[src/rtl/fwd_scoreboard.sv]
// fwd_scoreboard
//   Operand-forwarding scoreboard for an in-order pipeline. Remembers the
//   destination of each instruction in the DEPTH stages after EX (stage 1 =
//   MEM, stage 2 = WB, ...). For every EX source operand it reports which stage
//   holds the youngest producer. It raises a load-use stall when that producer's
//   result is not forwardable yet.
//
//   Optional feature: define FWD_SCOREBOARD_CSR_EN to track CSR writers and drive
//   csr_fwd_sel. Without it, CSR inputs are ignored and csr_fwd_sel reads 0.
//
//   Pipeline movement: advance=1 shifts the table one stage on the rising edge.
//   While stall=1, the EX instruction is held upstream and a bubble is entered
//   in its place. There is no valid/ready handshake on this block.
//
// Ports
//   clk, rst_n        clock (rising edge), asynchronous active-low reset
//   advance           pipeline moves one stage this cycle
//   flush             EX instruction is killed and does not enter stage 1
//   issue_we/rd/late  EX destination write enable, register, late (load) result
//   rs_addr           EX source registers, operand i at [5i+4:5i]
//   issue_csr_we/addr EX CSR write enable and address (CSR build only)
//   fwd_sel           per operand: 0 = register file, k = stage k result
//   csr_fwd_sel       0 = CSR file, k = stage k CSR result
//   stall             hold IF/ID/EX and insert a bubble into stage 1
//   stall_cnt         saturating count of cycles with stall=1
module fwd_scoreboard #(
  parameter  int NUM_SRC          = 2,
  parameter  int DEPTH            = 2,
  parameter  int LOAD_READY_STAGE = 2,
  parameter  int CNT_W            = 16,
  localparam int SEL_W            = $clog2(DEPTH + 1)
) (
  input  logic                     clk,
  input  logic                     rst_n,
  input  logic                     advance,
  input  logic                     flush,
  input  logic                     issue_we,
  input  logic [4:0]               issue_rd,
  input  logic                     issue_late,
  input  logic [NUM_SRC*5-1:0]     rs_addr,
  input  logic                     issue_csr_we,
  input  logic [11:0]              issue_csr_addr,
  output logic [NUM_SRC*SEL_W-1:0] fwd_sel,
  output logic [SEL_W-1:0]         csr_fwd_sel,
  output logic                     stall,
  output logic [CNT_W-1:0]         stall_cnt
);

  // Table entries are indexed by stage number, 1 = youngest.
  logic [DEPTH:1]           r_valid;
  logic [DEPTH:1]           r_we;
  logic [DEPTH:1]           r_late;
  logic [4:0]               r_rd [1:DEPTH];
  logic [CNT_W-1:0]         r_stall_cnt;

  logic [NUM_SRC*SEL_W-1:0] w_fwd_sel;
  logic [NUM_SRC-1:0]       w_not_ready;
  logic                     w_stall;
  logic                     w_enter;
  logic [SEL_W-1:0]         w_csr_sel;

  // Scan from the oldest stage down to the youngest. A later (younger) match
  // overwrites an earlier one, so the youngest producer wins. The ready check
  // uses only the winner, so an older ready copy cannot hide a load-use hazard.
  always_comb begin
    w_fwd_sel   = '0;
    w_not_ready = '0;
    for (int i = 0; i < NUM_SRC; i++) begin
      for (int k = DEPTH; k >= 1; k--) begin
        if (r_valid[k] && r_we[k] && (r_rd[k] != 5'd0) &&
            (r_rd[k] == rs_addr[5*i +: 5])) begin
          w_fwd_sel[SEL_W*i +: SEL_W] = SEL_W'(k);
          w_not_ready[i]              = r_late[k] && (k < LOAD_READY_STAGE);
        end
      end
    end
  end

  assign w_stall = |w_not_ready;
  // A stalled or flushed EX instruction becomes a bubble in stage 1.
  assign w_enter = !w_stall && !flush;

  always_ff @(posedge clk or negedge rst_n) begin
    if (!rst_n) begin
      r_valid <= '0;
      r_we    <= '0;
      r_late  <= '0;
      for (int k = 1; k <= DEPTH; k++) begin
        r_rd[k] <= '0;
      end
    end else if (advance) begin
      for (int k = DEPTH; k >= 2; k--) begin
        r_valid[k] <= r_valid[k-1];
        r_we[k]    <= r_we[k-1];
        r_late[k]  <= r_late[k-1];
        r_rd[k]    <= r_rd[k-1];
      end
      r_valid[1] <= w_enter;
      r_we[1]    <= issue_we;
      r_late[1]  <= issue_late;
      r_rd[1]    <= issue_rd;
    end
  end

  // Counts every stalled edge, including edges where the table is frozen.
  always_ff @(posedge clk or negedge rst_n) begin
    if (!rst_n) begin
      r_stall_cnt <= '0;
    end else if (w_stall && (r_stall_cnt != {CNT_W{1'b1}})) begin
      r_stall_cnt <= r_stall_cnt + 1'b1;
    end
  end

`ifdef FWD_SCOREBOARD_CSR_EN
  logic [DEPTH:1] r_csr_we;
  logic [11:0]    r_csr_addr [1:DEPTH];

  // CSR results are produced early, so a CSR match never stalls.
  // CSR address 0 is a legal CSR address.
  always_comb begin
    w_csr_sel = '0;
    for (int k = DEPTH; k >= 1; k--) begin
      if (r_valid[k] && r_csr_we[k] && (r_csr_addr[k] == issue_csr_addr)) begin
        w_csr_sel = SEL_W'(k);
      end
    end
  end

  always_ff @(posedge clk or negedge rst_n) begin
    if (!rst_n) begin
      r_csr_we <= '0;
      for (int k = 1; k <= DEPTH; k++) begin
        r_csr_addr[k] <= '0;
      end
    end else if (advance) begin
      for (int k = DEPTH; k >= 2; k--) begin
        r_csr_we[k]   <= r_csr_we[k-1];
        r_csr_addr[k] <= r_csr_addr[k-1];
      end
      r_csr_we[1]   <= issue_csr_we;
      r_csr_addr[1] <= issue_csr_addr;
    end
  end
`else
  assign w_csr_sel = '0;
  // CSR inputs are intentionally unused in this build.
  logic w_unused_csr;
  assign w_unused_csr = ^{issue_csr_we, issue_csr_addr};
`endif

  assign fwd_sel     = w_fwd_sel;
  assign csr_fwd_sel = w_csr_sel;
  assign stall       = w_stall;
  assign stall_cnt   = r_stall_cnt;

endmodule

[config.mk]
export PLATFORM = sky130hd
export DESIGN_NAME = fwd_scoreboard
export DESIGN_NICKNAME = d
export VERILOG_FILES = /design/src/rtl/fwd_scoreboard.sv
export SDC_FILE = /design/constraint.sdc
export NUM_CORES = 1
export LEC_CHECK = 0
export BUFFER_PORTS_ARGS = -buffer_cell sky130_fd_sc_hd__buf_2
export CAP_MARGIN = 30
export CORE_ASPECT_RATIO = 0.8
export CORE_UTILIZATION = 48
export CTS_BUF_LIST = sky130_fd_sc_hd__clkbuf_16
export DETAILED_ROUTE_END_ITERATION = 16
export PLACE_DENSITY_LB_ADDON = 0.3
export SYNTH_ARGS = -nofsm -noshare
export SYNTH_HDL_FRONTEND = slang
export SYNTH_SLANG_ARGS = --single-unit
[constraint.sdc]
create_clock -name clk -period 2.2 [get_ports clk]
set_clock_uncertainty 0.2 [all_clocks]
set_input_delay 0.22 -clock clk [delete_from_list [all_inputs] [get_ports clk]]
set_output_delay 0.22 -clock clk [all_outputs]
set_load 0.05 [all_outputs]
==> Yosys cells after proc, flatten, opt, wreduce, memory -nomap -nowiden <==
Cells that the tools add are included.
{ "word_totals": {"out_inout_bits": 23, "register_bits": 31, "word_cells": 33} }
{ "classes": {"n_reduce_logical": 15, "addsub": 1, "eq_ne": 5, "muxes": 6} }
{ "op_table": {"columns": ["op", "count"], "rows": [
  ["equality test 5 bit", 4],
  ["adder 16 x 1 -> 16 bit, second input constant", 1],
  ["inequality test 16 bit, second input constant", 1],
  ["logical AND 1 bit", 10],
  ["nonzero test 5 bit", 2],
  ["2-to-1 mux 2 bit", 4],
  ["zero test 1 bit", 2],
  ["2-to-1 mux 1 bit", 2],
  ["OR reduction 2 bit", 1]
]} }

==> Longest topological paths before layout <==
Gate-level depths: netlist (run 1).
{ "depth": {"ltp_word": 7, "mapped_depth": 7, "depth_no_buf": 6} }

==> Worst setup path after synthesis (run 1) <==
No wires, ideal clock.
{ "synth_timing": {"kind": "reg2out", "startpoint": "register r_rd[6] (netlist bit)", "endpoint": "output port fwd_sel[1]", "stages_incl_launch_ff": 5, "setup_slack_ps": -742, "arrival_time_ps": 2522, "path_cell_list": "dfrtp_1 or4_4 o211ai_4 nor3_1 nor4_2"} }
{ "synth_between": {"elab_chain_cells": 4} }
{ "synth_rtl": {"columns": ["item", "line_no", "text"], "rows": [
  ["start, declared", "53", "logic [4:0] r_rd [1:DEPTH];"],
  ["start signal, assigned by index", "96", "r_rd[k] <= r_rd[k-1];"],
  ["nonzero test 5 bit", "70", "if (r_valid[k] && r_we[k] && (r_rd[k] != 5'd0) &&"],
  ["logical AND 1 bit", "70", null],
  ["logical AND 1 bit (*)", "70", null],
  ["2-to-1 mux 2 bit (*)", "70", null],
  ["end, declared", "43", "output logic [NUM_SRC*SEL_W-1:0] fwd_sel,"]
]} }
Every way passes the cells marked *; elsewhere a longest branch is shown, timed or not.

==> Worst setup path in the final report (run 1) <==
{ "layout_timing": {"startpoint": "register r_rd[2] (netlist bit)", "endpoint": "output port fwd_sel[1]"} }
{ "layout_between": {"elab_chain_cells": 5} }
{ "layout_rtl": {"columns": ["item", "line_no"], "rows": [
  ["nonzero test 5 bit", "70"],
  ["logical AND 1 bit", "70"],
  ["logical AND 1 bit (*)", "70"],
  ["2-to-1 mux 2 bit (*) (2 in series)", "70"]
]} }
Marks and branches as above.

==> results by group, run 1 <==
Outcome
  • Status: finished with violations
  • Failing checks: negative hold slack, negative setup slack

STA
  • Setup TNS: -0.3495 ns
  • Pins over their slew limit: 0
  • RSZ-0062 raised after global routing: true
  • Crit path time final: 2.356 ns
  • Final Setup Violations: 3
  • Achievable clock frequency: 0.4245 GHz
  • Worst hold margin: -0.0009689 ns
  • Final worst slack: -0.1557 ns
  • Final-report hold violation count: 1
  • Max_slew headroom: 55.10%
  • Final period utilization: 107.1%
  • Actual slew at the worst max-slew pin: 0.6736 ns

Clocking
  • Worst skew pair latency: 0.27 ns
  • CTS H-tree lvls: 2
  • CTS clk-pin slew, worst paths: approximately 0.050 ns
  • Clock tree buffer depth: 2
  • CTS tree: yes
  • Root buf cell: clkbuf_16
  • Clk sink count: 31
  • Number of CTS-inserted buffers: 5

Global route
  • GRT met2 Usage: between 30% and 40%
  • Gr busiest metal: met2
  • Routing usage on met3: 6.198%
  • Gr ovfl total: 0
  • Vias in the first global route: 1,399
  • First-pass GRT wire length: 6879 um
  • GRT met1 Usage: roughly 34%
  • Antenna violations before repair: 0
  • Pin count of the biggest net entering global routing: 32
  • Total GRT Usage: between 20% and 30%

Synth
  • Synth Warn #: 0
  • Flops & latches, synth: 31
  • Share of the yosys chip area belonging to registers: 45.19%
  • Most used DFF post-synth: dfrtp_1
  • Synthesized netlist cell count: 148
  • Asr flop ratio synth: 100.0%
  • Mapped Area: 1717 um2
  • Number of distinct library cells after synthesis: 34
  • Post-synth EDFFs: 0
  • Post-Syn Area per Cell: 11.60 um2

Pwr
  • Peak supply drop: around 0.67 mV
  • Pleak: 0.001144 uW
  • PD cells: 730.3 nW/um2

Min path
  • Worst Hold Path EP: r_late[1]
  • Worst hold stages: 2
  • HP Class: input port to register
  • Hold path start: issue_late

Die
  • I/O pin total: 57
  • Rows: 19
  • Die H: 55.49 um
  • Die area: 3821 um2
  • Die Width: 68.86 um
  • Initial Util: 50.15%
  • Core area: 3423 um2

Setup path
  • Critical register-to-register path startpoint: r_rd[6]
  • Setup CP Type: register to output port
  • CP Max Fanout: 3
  • FF-to-FF End: stall_cnt[14]
  • WP data arrival: 1.94 ns
  • Crit end category: output port
  • Worst reg2reg setup slack: 0.04 ns
  • FF-to-FF path depth: 7
  • Required time worst endpoint: 1.78 ns
  • Startpoint Class: register

Routing
  • WL per Instance: approximately 17 um
  • Post-route DRC violation count: 0
  • Post-DRT Antenna Nets: 0
  • Vias per cell: 5.484
  • Via count: roughly 1,400
  • Number of iterations in the first detailed-routing pass: 4
  • Total routed wirelength: around 4300 um
  • Drt initial violations: about 110

Finish
  • ANT cells: 0
  • Final instance area: about 2400 um2
  • Leading cell type in the layout, fill and taps excluded: buf_2
  • Total Nets Final: 246
  • Most frequent cells in the layout: buf_2, dfrtp_1, xnor2_1
  • Layout cell share with drive strength beyond 1: 48.58%
  • Non-Filler Instances: 254
  • Syn-to-layout area delta: 42.35%

Placed design
  • Cells after DPL: 236
  • Gpl congestion: roughly 0.8
  • Post-detail-place hpwl: ~2900 um
  • Post-place setup slack: -0.02560 ns
  • Placed Area: 2054 um2
  • Port-buffer cells: 41

Flow run
  • Max-cap violation count: 0
==> timing repair <==
item,CTS,global route
hold buffers,5,0
setup endpoints to repair,5,19
pin swaps,6,3
buffers inserted,4,2
gates resized for setup,16,13
cloned,0,0
endpoints found under the hold margin,35,0
==> cell families (layout without fill, tap and decap cells) <==
family                   after synthesis  count (layout)  share of synthesized area [%]
other                                  1               2                         0.2184
AND/OR/NAND/NOR                       51              51                          19.83
buffers and inverters                  8              71                          2.696
flip-flops                            31              31                          45.19
XOR/XNOR                              33              33                          16.84
adder cells (fa/ha/maj)                1               1                         0.7287
AO/OA/AOI/OAI                          7               7                          4.009
multiplexers                          16              16                          10.50
==> registers in the layout (all words and copies together), names as in the netlist <==
signal,cells
r_late,1
r_rd,10
r_valid,2
r_we,2
stall_cnt,16
==> power by group <==
| part | total, uW | internal (uW) | switching, uW |
|---|---|---|---|
| clock | 753 | 527 | 226 |
| sequential | 664 | 615 | 48.1 |
| combinational | 368 | 164 | 204 |
==> worst max-delay path by stage <==
stage / from / endpoint / slack, ns / cells past startpoint
4_1_cts: r_rd[6] / fwd_sel[1] / -0.17 / 6
3_5_place_dp: r_rd[4] / fwd_sel[1] / -0.03 / 5
5_1_grt: r_rd[4] / fwd_sel[3] / -0.26 / 5
2_1_floorplan: r_rd[6] / fwd_sel[1] / -0.20 / 4
6_report: r_rd[2] / fwd_sel[1] / -0.16 / 5
3_3_place_gp: r_rd[4] / fwd_sel[1] / 0.02 / 5
==> cell type report <==
class	instances	area, um2
clock buffer	5	125.1
clock inverter	3	38.79
fill	242	979.7
inverter	2	7.507
multi-input combinational	110	1017
sequential	31	775.7
tap	42	52.55
timing repair buffer	61	426.7
==> synth_stat cells (2+ instances only) <==
cell type | number | share of area, %
and2_1 | 3 | 1.1
nor3_1 | 4 | 1.2
dfrtp_1 | 31 | 45
and3_1 | 7 | 2.6
or4_1 | 3 | 1.3
xor2_1 | 10 | 5.1
nand4_2 | 3 | 2.2
buf_4 | 2 | 0.87
nand3_1 | 12 | 3.5
mux2_2 | 16 | 10
nand2b_1 | 2 | 0.73
nor4_2 | 2 | 1.5
and4_1 | 2 | 1.0
nand4_1 | 4 | 1.5
xnor2_1 | 23 | 12
inv_1 | 2 | 0.44
nand2_1 | 4 | 0.87
a31oi_1 | 2 | 0.73
==> through the flow <==
step                utilization [%]  total power (uW)
floorplan                         -             870.2
global placement              60.01             962.2
detailed placement            60.01             979.6
CTS                           69.15              1768
global route                  71.38              1864
finish                        71.38              1784
==> critical path: stages, from the launching register on <==
cell and delay, ns:
dfrtp_1 0.38, buf_6 0.13, xor2_1 0.13, or4_4 0.55, nor4_4 0.29, buf_6 0.19
==> routing by layer <==
metal / up-vias / share of wire [%] / routed length (um)
li1: 654 / - / -
met1: 683 / 44 / 1874
met2: 45 / 49 / 2106
met3: 11 / 4.6 / 195
met4: 0 / 1.9 / 82
met5: - / 0 / 0
No activity file was read; power rests on OpenSTA's default activity.
==> run 2: changes to the inputs <==
- HOLD_SLACK_MARGIN: not set -> 0.03
==> results by group, run 2 (synthesis gave the netlist of run 1 again) <==
Clocking
  • Clock tree buffer depth: 2 (unchanged)
  • CTS tree: yes
  • Clk sink count: 31 (unchanged)
  • CTS H-tree lvls: 2 (unchanged)
  • Number of CTS-inserted buffers: 5 (unchanged)
  • Root buf cell: clkbuf_16
  • CTS clk-pin slew, worst paths: 0.05 ns (about the same)
  • Worst skew pair latency: 0.27 ns (about the same)

Finish
  • Syn-to-layout area delta: 44.68%
  • Total Nets Final: 250 (+1.6%)
  • Fill cells: 237 (-2.1%)
  • Max reg flops: 16 (unchanged)
  • Post-layout util: 72.55% (+1.2 points)
  • Leading cell type in the layout, fill and taps excluded: buf_2
  • ANT cells: 0 (unchanged)
  • Layout cell share with drive strength beyond 1: 47.69% (-0.90 points)
  • Most frequent cells in the layout: buf_2, dfrtp_1, xnor2_1

STA
  • Actual slew at the worst max-slew pin: 0.6762 ns (+0.002618 ns)
  • Achievable clock frequency: 0.4239 GHz (-0.15%)
  • Worst hold margin: 0.1883 ns (+0.1892 ns)
  • RSZ-0062 raised after global routing: true
  • Final Setup Violations: 3 (unchanged)
  • Crit path time final: 2.359 ns (+0.003534 ns)
  • Final worst slack: -0.1593 ns (-0.003534 ns)
  • Pins over their slew limit: 0 (unchanged)
  • Final period utilization: 107.2% (+0.16 points)
  • Max_slew headroom: 54.92% (-0.17 points)
  • Final-report hold violation count: 0 (-1)

Setup path
  • Required time worst endpoint: 1.78 ns (about the same)
  • FF-to-FF End: stall_cnt[14]
  • CP max-delay cell: or4_4
  • CP Max Fanout: 4 (+1)
  • Crit path cell chain: or4_1 -> o211ai_1 -> or4_4 -> nor4_4 -> buf_6
  • WP data arrival: 1.94 ns (about the same)
  • CP peak stage delay: 0.52 ns (-0.03 ns)
  • Setup CP Type: register to output port
  • Top cell family by delay on the critical path: simple AND/OR/NAND/NOR gates
  • Critical register-to-register path startpoint: r_rd[6]
  • Crit end category: output port
  • WP buf/inv: 1 (-1)
  • FF-to-FF path depth: 7 (unchanged)
  • Worst reg2reg setup slack: 0.04 ns (about the same)
  • Startpoint Class: register

Pwr
  • Peak supply drop: 0.6708 mV (about the same)
  • PD cells: 720.5 nW/um2 (-1.3%)
  • Pleak: 0.001160 uW (+1.5%)

Outcome
  • Failing checks: negative setup slack
  • Status: finished with violations

Routing
  • WL per Instance: 16.60 um (-0.97%)
  • Post-DRT Antenna Nets: 0 (unchanged)
  • Total routed wirelength: 4282 um (+0.59%)
  • Via count: 1,408 (+1.1%)
  • Drt initial violations: 92 (-14%)
  • Vias per cell: 5.457 (-0.49%)
  • Post-route DRC violation count: 0 (unchanged)
  • Number of iterations in the first detailed-routing pass: 4 (unchanged)

Die
  • Core area: 3423 um2 (unchanged)
  • I/O pin total: 57 (unchanged)
  • Die area: 3821 um2 (unchanged)
  • Die H: 55.49 um (unchanged)
  • Initial Util: 50.15% (unchanged)
  • Rows: 19 (unchanged)
  • Die Width: 68.86 um (unchanged)

Min path
  • Worst Hold Path EP: r_valid[1]
  • Hold path start: advance
  • Worst hold stages: 3 (+1)
  • HP Class: input port to register

Global route
  • Gr ovfl total: 0 (unchanged)
  • First-pass GRT wire length: 7003 um (+1.8%)
  • Pin count of the biggest net entering global routing: 32 (unchanged)
  • Antenna violations before repair: 0 (unchanged)
  • Total GRT Usage: 25.47% (+0.34 points)
  • Vias in the first global route: 1,443 (+3.1%)

Placed design
  • Gpl congestion: 0.7781 (unchanged)
  • Post-detail-place hpwl: 2942 um (unchanged)
  • Port-buffer cells: 41 (unchanged)

Flow run
  • Max-cap violation count: 0 (unchanged)
[run 2: cell count changes in the layout (fill, tap and decap cells not counted)]
cell           delta
dlygate4sd3_1     +4
[run 2: worst max path at each step]
| stage | startpoint | to | slack, ns | cells past startpoint |
|---|---|---|---|---|
| 6_report | r_rd[4] | fwd_sel[3] | -0.16 | 5 |
| 5_1_grt | r_rd[4] | fwd_sel[3] | -0.26 | 5 |
| 4_1_cts | r_rd[6] | fwd_sel[1] | -0.17 | 6 |
| 3_5_place_dp | r_rd[4] | fwd_sel[1] | -0.03 | 5 |
| 3_3_place_gp | r_rd[4] | fwd_sel[1] | 0.02 | 5 |
| 2_1_floorplan | r_rd[6] | fwd_sel[1] | -0.20 | 4 |
[run 2: layer usage]
layer,track usage (%),vias to the layer above,wire (um)
met5,0,-,0
met4,8.163,0,76
met3,6.198,10,197
met2,39.81,47,2110
met1,34.48,686,1897
li1,-,665,-
[run 2: cell type report]
| type | count | area (um2) | share of cell area [%] |
|---|---|---|---|
| Clock buffer | 5 | 125.1 | 5.038 |
| Tap cell | 42 | 52.55 | 2.116 |
| Sequential cell | 31 | 775.7 | 31.23 |
| Inverter | 2 | 7.507 | 0.3023 |
| Timing Repair Buffer | 65 | 466.7 | 18.79 |
| Multi-Input combinational cell | 110 | 1017 | 40.96 |
| Clock inverter | 3 | 38.79 | 1.562 |
[run 2: worst min-delay path: cells and delay by family]
| kind | cells | cell delay (ns) |
|---|---|---|
| and+or+nand+nor | 1 | 0.12 |
| AOI/OAI and AO/OA | 1 | 0.06 |
| buffers and inverters | 1 | 0.21 |
[run 2: metrics by stage]
stage / cell area [um2] / total power (uW) / TNS, ns / setup WS (ns) / std cells
2_1_floorplan: 1760 / 870.2 / -0.3905 / -0.1952 / 149
3_3_place_gp: 2054 / 962.2 / 0 / 0.01849 / 236
3_5_place_dp: 2054 / 979.6 / -0.04047 / -0.02560 / 236
4_1_cts: 2407 / 1773 / -0.4076 / -0.1710 / 257
5_1_grt: 2484 / 1869 / -0.6512 / -0.2589 / 258
6_report: 2484 / 1790 / -0.3613 / -0.1593 / 258
[run 2: repair_timing]
action | in CTS | in global routing
setup endpoints to repair | 5 | 19
resized for setup | 16 | 13
buffers inserted | 4 | 2
endpoints found under the hold margin | 39 | 0
gates cloned | 0 | 0
pin swaps | 6 | 3
hold buffers | 9 | 0
[run 2: power breakdown]
| part | internal [uW] | leakage (uW) | switching (uW) |
|---|---|---|---|
| Sequential | 615 | 0.000399 | 47.8 |
| Clock | 527 | 0.0000812 | 226 |
| Combinational | 169 | 0.000680 | 205 |
